--- src/rtl/riscv_mdu_pkg.sv ---
// riscv_mdu_pkg: MDU opcode constants and the issue-stage FSM state type.
package riscv_mdu_pkg;
  localparam int MDU_OP_W = 3;
  localparam logic [MDU_OP_W-1:0] MDU_MUL    = 3'd0;
  localparam logic [MDU_OP_W-1:0] MDU_MULH   = 3'd1;
  localparam logic [MDU_OP_W-1:0] MDU_MULHSU = 3'd2;
  localparam logic [MDU_OP_W-1:0] MDU_MULHU  = 3'd3;
  localparam logic [MDU_OP_W-1:0] MDU_DIV    = 3'd4;
  localparam logic [MDU_OP_W-1:0] MDU_DIVU   = 3'd5;
  localparam logic [MDU_OP_W-1:0] MDU_REM    = 3'd6;
  localparam logic [MDU_OP_W-1:0] MDU_REMU   = 3'd7;
  typedef enum logic [1:0] {IDLE, BUSY, DONE} mdu_issue_state_t;
endpackage

--- src/rtl/riscv_mdu_reuse_tag.sv ---
// riscv_mdu_reuse_tag: one-entry cache of the last completed MDU operation (op, a, b, result).
module riscv_mdu_reuse_tag #(
  parameter int XLEN     = 32,
  parameter int MDU_OP_W = 3
) (
  input  logic                clk_i,
  input  logic                rst_i,
  input  logic                upd_i,
  input  logic [MDU_OP_W-1:0] upd_op_i,
  input  logic [XLEN-1:0]     upd_a_i,
  input  logic [XLEN-1:0]     upd_b_i,
  input  logic [XLEN-1:0]     upd_res_i,
  input  logic [MDU_OP_W-1:0] lk_op_i,
  input  logic [XLEN-1:0]     lk_a_i,
  input  logic [XLEN-1:0]     lk_b_i,
  output logic                hit_o,
  output logic [XLEN-1:0]     res_o
);
  logic                vld_q, vld_d;
  logic [MDU_OP_W-1:0] op_q, op_d;
  logic [XLEN-1:0]     a_q, a_d, b_q, b_d, res_q, res_d;
  always_comb begin
    vld_d = upd_i | vld_q;
    op_d  = upd_i ? upd_op_i : op_q;
    a_d   = upd_i ? upd_a_i : a_q;
    b_d   = upd_i ? upd_b_i : b_q;
    res_d = upd_i ? upd_res_i : res_q;
  end
  always_ff @(posedge clk_i or posedge rst_i) begin
    if (rst_i) begin
      vld_q <= 1'b0;
      op_q  <= '0;
      a_q   <= '0;
      b_q   <= '0;
      res_q <= '0;
    end else begin
      vld_q <= vld_d;
      op_q  <= op_d;
      a_q   <= a_d;
      b_q   <= b_d;
      res_q <= res_d;
    end
  end
  assign hit_o = vld_q & (op_q == lk_op_i) & (a_q == lk_a_i) & (b_q == lk_b_i);
  assign res_o = res_q;
endmodule

--- src/rtl/riscv_mdu_issue.sv ---
// riscv_mdu_issue: issue/hold stage between execute and the MDU; registers operands, holds result, handles kill.
// Optional result reuse of the last completed operation is enabled by defining RISCV_MDU_REUSE_EN.
module riscv_mdu_issue #(
  parameter int XLEN     = 32,
  parameter int MDU_OP_W = 3
) (
  input  logic                clk_i,
  input  logic                rst_i,
  input  logic                ex_valid_i,
  input  logic [MDU_OP_W-1:0] ex_op_i,
  input  logic [XLEN-1:0]     ex_a_i,
  input  logic [XLEN-1:0]     ex_b_i,
  input  logic                ex_kill_i,
  input  logic                ex_stall_i,
  output logic                mdu_req_o,
  output logic [MDU_OP_W-1:0] mdu_op_o,
  output logic [XLEN-1:0]     mdu_port_a_o,
  output logic [XLEN-1:0]     mdu_port_b_o,
  output logic                mdu_kill_o,
  output logic                mdu_keep_o,
  input  logic [XLEN-1:0]     mdu_result_i,
  input  logic                mdu_stall_req_i,
  output logic                stall_o,
  output logic                res_valid_o,
  output logic [XLEN-1:0]     res_data_o
);
  import riscv_mdu_pkg::*;
  mdu_issue_state_t    state_q, state_d;
  logic [MDU_OP_W-1:0] op_q, op_d;
  logic [XLEN-1:0]     a_q, a_d, b_q, b_d, res_q, res_d;
  logic                cap, fin, hit;
  logic [XLEN-1:0]     hit_res;
  assign cap = (state_q == IDLE) & ex_valid_i & ~ex_kill_i;
  assign fin = (state_q == BUSY) & ~mdu_stall_req_i & ~ex_kill_i;
`ifdef RISCV_MDU_REUSE_EN
  riscv_mdu_reuse_tag #(.XLEN(XLEN), .MDU_OP_W(MDU_OP_W)) u_tag (
    .clk_i     (clk_i),
    .rst_i     (rst_i),
    .upd_i     (fin),
    .upd_op_i  (op_q),
    .upd_a_i   (a_q),
    .upd_b_i   (b_q),
    .upd_res_i (mdu_result_i),
    .lk_op_i   (ex_op_i),
    .lk_a_i    (ex_a_i),
    .lk_b_i    (ex_b_i),
    .hit_o     (hit),
    .res_o     (hit_res)
  );
`else
  assign hit     = 1'b0;
  assign hit_res = '0;
`endif
  always_ff @(posedge clk_i or posedge rst_i) begin
    if (rst_i) state_q <= IDLE;
    else       state_q <= state_d;
  end
  // kill overrides capture, completion and hold in every state
  always_comb begin
    state_d = ex_kill_i          ? IDLE :
              (state_q == IDLE)  ? (ex_valid_i ? (hit ? DONE : BUSY) : IDLE) :
              (state_q == BUSY)  ? (mdu_stall_req_i ? BUSY : DONE) :
              (ex_stall_i ? DONE : IDLE);
  end
  always_comb begin
    op_d  = cap ? ex_op_i : op_q;
    a_d   = cap ? ex_a_i : a_q;
    b_d   = cap ? ex_b_i : b_q;
    res_d = fin ? mdu_result_i : (cap & hit) ? hit_res : res_q;
  end
  always_ff @(posedge clk_i or posedge rst_i) begin
    if (rst_i) begin
      op_q  <= '0;
      a_q   <= '0;
      b_q   <= '0;
      res_q <= '0;
    end else begin
      op_q  <= op_d;
      a_q   <= a_d;
      b_q   <= b_d;
      res_q <= res_d;
    end
  end
  always_comb begin
    mdu_req_o    = state_q == BUSY;
    mdu_kill_o   = ex_kill_i & (state_q == BUSY);
    mdu_keep_o   = state_q == DONE;
    stall_o      = (state_q == BUSY) | ((state_q == IDLE) & ex_valid_i);
    res_valid_o  = state_q == DONE;
    res_data_o   = res_q;
    mdu_op_o     = op_q;
    mdu_port_a_o = a_q;
    mdu_port_b_o = b_q;
  end
endmodule

--- config.mk ---
export PLATFORM = sky130hd
export DESIGN_NAME = riscv_mdu_issue
export DESIGN_NICKNAME = d
export VERILOG_FILES = /design/src/rtl/riscv_mdu_pkg.sv /design/src/rtl/riscv_mdu_reuse_tag.sv /design/src/rtl/riscv_mdu_issue.sv
export SDC_FILE = /design/constraint.sdc
export NUM_CORES = 1
export LEC_CHECK = 0
export BUFFER_PORTS_ARGS = -buffer_cell sky130_fd_sc_hd__buf_2
export CORE_ASPECT_RATIO = 0.75
export CORE_UTILIZATION = 44
export DETAILED_ROUTE_END_ITERATION = 16
export GPL_ROUTABILITY_DRIVEN = 0
export GPL_TIMING_DRIVEN = 1
export PLACE_DENSITY_LB_ADDON = 0.12
export SYNTH_ARGS = -nofsm -noshare
export SYNTH_HDL_FRONTEND = slang
export SYNTH_SLANG_ARGS = --single-unit
--- constraint.sdc ---
create_clock -name clk_i -period 3.9 [get_ports clk_i]
set_input_delay 0.195 -clock clk_i [delete_from_list [all_inputs] [get_ports clk_i]]
set_output_delay 0.195 -clock clk_i [all_outputs]
set_load 0.05 [all_outputs]
==> metrics.txt, run 1 <==
Internal 2.189 mW; DR iter-0 viols 42; Syn Inst Count 225; Logic pwr share 39.7%; Synth Register Bits 101; RSZ-0062 raised after global routing no; All-Layer GR Usage 18.34%; PwrDens 715.1 mW/mm2; Worst EP required 4120 ps; Sw Ratio 41.78%; final hold vios 0; mapped cell area 0.003844 mm2; Setup TNS 0 ps; number of primary I/O pins 209; skew final 7.663 ps; Final Cell Area 0.005256 mm2; Worst-Skew Late Latency 340 ps; drt via density 4.687; CTS tree yes; sequential share of power 37.2%; total wire length 7992 um; fmax 0.5704 GHz; first-pass GRT wire length 12540 um; clock transition at the registers of the reported paths 60 ps; grt ovf 0; Min-Delay Path Class in2reg; H-tree levels 3; syn_nets 330; worst slew pin tran 982.9 ps; total CTS buffers 9; DIE AREA 0.009117 mm2; min cycle time layout 1753 ps; clock sinks 101; largest net degree at the start of global routing 82; Die W 109.9 um; Clk pwr share 23.1%; Port Buf Inserts 208; detailed-route via count 2578; placed instance area 0.004969 mm2; status finished clean; number of global-route vias before repair 2522; Slew headroom 34.47%; CP Capture Type flip-flop; root buf cell clkbuf_16; proportion of layout cells with a drive suffix above 1 66.74%; FILL cells 674; area delta synth->final 36.75%; post-CTS setup buffer count 0; CTS Buffer Depth 2; row count 29; switching power 1.570 mW; CP max FO 25; drt wl/cell 14.53 um; number of detailed-routing iterations run before antenna repair 4; Max-Cap Viols 0; VDD IR max 0.4961 mV; most frequent cells in the layout buf_2, dfrtp_1, mux2_2, mux2_1, clkbuf_16; Detailed Place HPWL 5843 um; YS warnings 0; Slew Limit Fails 0; crit share post-route 44.95%; CORE AREA 0.008454 mm2; Seq/Total Area, Yosys 65.76%; DRT antenna net count 0; final setup vio count 0; ant diodes 0; Crit Path Class reg2reg; static leakage 2.621 nW; startpoint class of the critical path flip-flop; most common cell after layout, fill and taps aside buf_2; initial antenna violation count 0; nets 542; die height 82.94 um; CP arrival 1970 ps; Netlist cell types 16; DRC viols 0; syn avg cell area 17.08 um2; initial core utilization 45.46%; post_cts resized 0; CTS Hold Buffers Added 0
cell families after synthesis:
logic type      Yosys count  synth area share [%]
flops                   101                 65.76
mux                     100                 29.26
buf+inv                  13                 2.474
simple gates             10                 2.376
compound gates            1                0.1301
synth_stat cells, drive strengths merged:
cell type    n  share of area [%]
nor3         1               0.13
mux2i        1               0.26
and2         1               0.16
nor2         2               0.20
nand2        1              0.098
a21oi        1               0.13
nor4b        2                1.2
nor2b        2               0.33
or3b         1               0.23
buf         12                2.4
mux2        99                 29
dfrtp      101                 66
inv          1              0.098
area by class of cell:
type                    count  area (um2)  share of cell area (%)
flip-flops and latches    101        2527                   48.08
multi-input cells         111        1221                   23.23
repair buffers            213        1079                   20.52
clock buffers              15       257.7                   4.904
well taps                 108       135.1                   2.571
clock inverters             1       30.03                  0.5713
inverters                   1       6.256                  0.1190
layer usage:
layer,up-vias,track usage [%],share of wire [%]
met1,1249,22.02,41
met3,10,8.320,11
met4,0,6.545,1.5
met2,108,28.92,47
li1,1211,-,-
met5,-,0,0
stage by stage:
stage / util, % / std cells / hold WS (ps) / setup WS (ps) / power (mW)
CTS: 62.17 / 550 / 57.55 / 2127 / 3.809
detailed placement: 58.77 / 534 / 415.5 / 2137 / 2.924
floorplan: - / 225 / 258.1 / 1058 / 2.552
global placement: 58.77 / 534 / 411.0 / 2190 / 2.900
global route: 62.17 / 550 / 64.14 / 2053 / 3.921
finish: 62.17 / 550 / 71.49 / 2147 / 3.759
flip-flops by register name, indices dropped and copies added (netlist names):
| register | flops |
|---|---|
| mdu_op_o | 3 |
| mdu_port_a_o | 32 |
| mdu_port_b_o | 32 |
| res_data_o | 32 |
| state_q | 2 |
critical path: stages (launching register included):
cell and delay, ps:
dfrtp_1 490, nor4b_4 390, buf_4 380, mux2_2 380
path summary, 6_finish.rpt:
check / start / to / slack (ps) / depth (start not counted)
max: state_q[1] / mdu_port_a_o[9] / 2150 / 3
min: ex_b_i[4] / mdu_port_b_o[4] / 70 / 2
max reg2reg: state_q[1] / mdu_port_a_o[9] / 2150 / 3
min reg2reg: mdu_port_b_o[4] / mdu_port_b_o[4] / 480 / 1
max in group asynchronous: rst_i / mdu_port_a_o[15] / 2940 / 3
min in group asynchronous: rst_i / mdu_port_b_o[24] / 90 / 2
power by group through the flow:
stage / Sequential (mW) / Clock (mW) / Combinational, mW
after global placement: 1.41 / 0 / 1.49
after detailed placement: 1.42 / 0 / 1.51
after CTS: 1.40 / 0.902 / 1.51
final: 1.40 / 0.868 / 1.49
after global routing: 1.43 / 0.932 / 1.56
after floorplan: 2.29 / 0 / 0.264
(Power assumes the default switching activity.)
==> inputs of run 2 (changes only) <==
--- a/config.mk
+++ b/config.mk
@@ -5,9 +5,10 @@
 export SDC_FILE = /design/constraint.sdc
 export NUM_CORES = 1
 export LEC_CHECK = 0
+export ABC_AREA = 1
 export BUFFER_PORTS_ARGS = -buffer_cell sky130_fd_sc_hd__buf_2
 export CORE_ASPECT_RATIO = 0.75
-export CORE_UTILIZATION = 44
+export CORE_UTILIZATION = 45
 export DETAILED_ROUTE_END_ITERATION = 16
 export GPL_ROUTABILITY_DRIVEN = 0
 export GPL_TIMING_DRIVEN = 1
==> constraint.sdc (replaced) <==
create_clock -name clk_i -period 1.8 [get_ports clk_i]
set_input_delay 0.09 -clock clk_i [delete_from_list [all_inputs] [get_ports clk_i]]
set_output_delay 0.09 -clock clk_i [all_outputs]
set_load 0.05 [all_outputs]
==> metrics.txt, run 2 <==
FILL cells 752 (+12%); detailed-route via count 4240 (+64%); Sw Ratio 44.64% (+2.9 points); Async S/R FF share, synth 100.0% (unchanged); first-pass GRT wire length 19540 um (+56%); VDD IR max 0.7825 mV (+58%); post-CTS setup buffer count 0 (unchanged); DRC viols 0 (unchanged); fmax 0.6128 GHz; DR iter-0 viols 326 (+680%); total wire length 12290 um (+54%); Min-Delay Path Class in2reg; area occupied by multi-input gates 0.001429 mm2 (+17%); Slowest-stage cell, CP dfrtp_1; ant diodes 0 (unchanged); All-Layer GR Usage 25.83% (+7.5 points); root buf cell clkbuf_16; DRT antenna net count 0 (unchanged); Logic pwr share 41.4% (+1.7 points); startpoint class of the critical path flip-flop; Yosys top cell by area dfrtp_1; die height 85.76 um (+3.4%); final hold vios 0 (unchanged); skew final 2.451 ps (-5.212 ps); row count 30 (+3.4%); drt wl/cell 14.61 um (+0.54%); dpl cells 767 (+44%); CP Capture Type primary output; Clk pwr share 22.2% (-0.9 points); Hold EP mdu_port_b_o[17]; Worst-Skew Late Latency 330 ps (about the same); Setup TNS 0 ps (unchanged); switching power 3.769 mW (+140%); Crit Path Class reg2out; CP arrival 1540 ps (-430 ps); clock sinks 101 (unchanged); most common cell after layout, fill and taps aside buf_2; syn avg cell area 9.190 um2 (-46%); RR Endpoint res_data_o[15]; beginning of the worst register-to-register path state_q[1]; min-delay src ex_b_i[17]; grt ovf 0 (unchanged); drt via density 5.042 (+7.6%); final setup vio count 0 (unchanged); largest cells by area after synthesis dfrtp_1, nand2_1, nand4_1; Port Buf Inserts 208 (unchanged); Internal 4.674 mW (+110%); min cycle time layout 1632 ps; CTS Hold Buffers Added 60 (+60); Syn Inst Count 458 (+100%); area delta synth->final 46.73%; Layout Cells excl Fill 841 (+53%); CP max FO 18 (-28%); Worst EP required 1710 ps (-2410 ps); Critical Path Max Stage Delay 540 ps (+50 ps); Netlist cell types 17 (+1); mapped cell area 0.004209 mm2 (+9.5%); clock transition at the registers of the reported paths 60 ps (about the same); top-count cell post-synth nand2_1; CTS tree yes; Slew Limit Fails 0 (unchanged); crit-path cells nor2_8, buf_2; Slew headroom 66.24% (+32 points); DIE AREA 0.009748 mm2 (+6.9%); syn_nets 563 (+71%); worst slew pin tran 506.4 ps (-476.5 ps); YS warnings 0 (unchanged); RSZ-0062 raised after global routing no; H-tree levels 3 (unchanged); proportion of layout cells with a drive suffix above 1 33.80% (-33 points); initial core utilization 46.53% (+1.1 points); top cell types by occurrence after synthesis nand2_1, dfrtp_1, nand4_1; Seq/Total Area, Yosys 60.05% (-5.7 points); worst hold stages 3 (+1); initial antenna violation count 0 (unchanged); Storage cell area 0.002527 mm2 (unchanged); static leakage 3.494 nW (+33%); PwrDens 1367 mW/mm2 (+91%); crit share post-route 90.67%; number of global-route vias before repair 4028 (+60%); CORE AREA 0.009046 mm2 (+7.0%); CTS Buffer Depth 2 (unchanged); reg2reg setup slack 310 ps (-1840 ps); number of primary I/O pins 209 (unchanged); number of flops mapped to enable cells by yosys 0 (unchanged); Synth Flop Type dfrtp_1; Die W 113.7 um (+3.4%); most frequent cells in the layout buf_2, nand2_1, dfrtp_1, nand4_1, dlygate4sd3_1; Register-to-Register Path Depth 4 (+1); sequential share of power 36.4% (-0.8 points); post_cts resized 0 (unchanged); total CTS buffers 9 (unchanged); Synth top area share 60.05% (-5.7 points); Max-Cap Viols 0 (unchanged); number of detailed-routing iterations run before antenna repair 4 (unchanged); nets 815 (+50%); Synth Register Bits 101 (unchanged); largest net degree at the start of global routing 96 (+17%); status finished clean; Detailed Place HPWL 7721 um (+32%)
[run 2: power by group through the flow]
stage	sequential, mW	clock, mW	combinational [mW]
4_1_cts	3.07	1.93	3.50
3_5_place_dp	3.09	0	3.40
3_3_place_gp	3.08	0	3.35
6_report	3.07	1.88	3.49
5_1_grt	3.14	2.00	3.69
2_1_floorplan	4.94	0	0.683
[run 2: cell type report]
type / count / share of cell area, %
inverter: 6 / 0.4254
timing repair buffer: 281 / 28.36
clock buffer: 12 / 3.991
clock inverter: 2 / 0.5673
sequential: 101 / 40.92
tap: 128 / 2.593
multi-input combinational: 311 / 23.14
[run 2: through the flow]
step | cell area [um2] | total power, mW | utilization [%] | setup slack (ps) | hold slack [ps]
after floorplan | 4213 | 5.619 | - | 76.16 | 155.5
after global placement | 5294 | 6.433 | 58.52 | 386.1 | 15.51
after detailed placement | 5294 | 6.491 | 58.52 | 322.6 | 16.93
after CTS | 6176 | 8.497 | 68.27 | 152.2 | 0.05912
after global routing | 6176 | 8.824 | 68.27 | 103.1 | 10.01
final | 6176 | 8.443 | 68.27 | 168.0 | 8.866
[run 2: routing by layer]
| layer | GRT usage [%] | vias up | routed length [um] |
|---|---|---|---|
| li1 | - | 2021 | - |
| met1 | 32.96 | 2029 | 4999 |
| met2 | 43.02 | 166 | 6108 |
| met3 | 6.784 | 24 | 929 |
| met4 | 8.852 | 0 | 249 |
| met5 | 0 | - | 0 |
[run 2: worst max-delay path by stage]
stage,cells after the start,to,slack (ps),startpoint
floorplan,2,mdu_kill_o,80,state_q[0]
finish,2,mdu_req_o,170,state_q[1]
CTS,2,mdu_req_o,150,state_q[1]
detailed placement,5,mdu_port_b_o[6],320,state_q[1]
global route,2,mdu_req_o,100,state_q[1]
global placement,5,mdu_port_b_o[1],390,state_q[1]
[run 2: kinds of logic (layout without fill, tap and decap cells)]
kind of cell / count (synthesis) / count (layout) / share of synthesized area (%)
AND/OR/NAND/NOR: 309 / 309 / 33.71
AO/OA/AOI/OAI: 2 / 2 / 0.2378
buffers and inverters: 46 / 301 / 6.004
flip-flops: 101 / 101 / 60.05
[run 2: worst max-delay path: cells and delay by family, from the launching register on]
kind	cells	cell delay (ps)
buffers and inverters	1	340
DFF	1	540
and+or+nand+nor	1	330
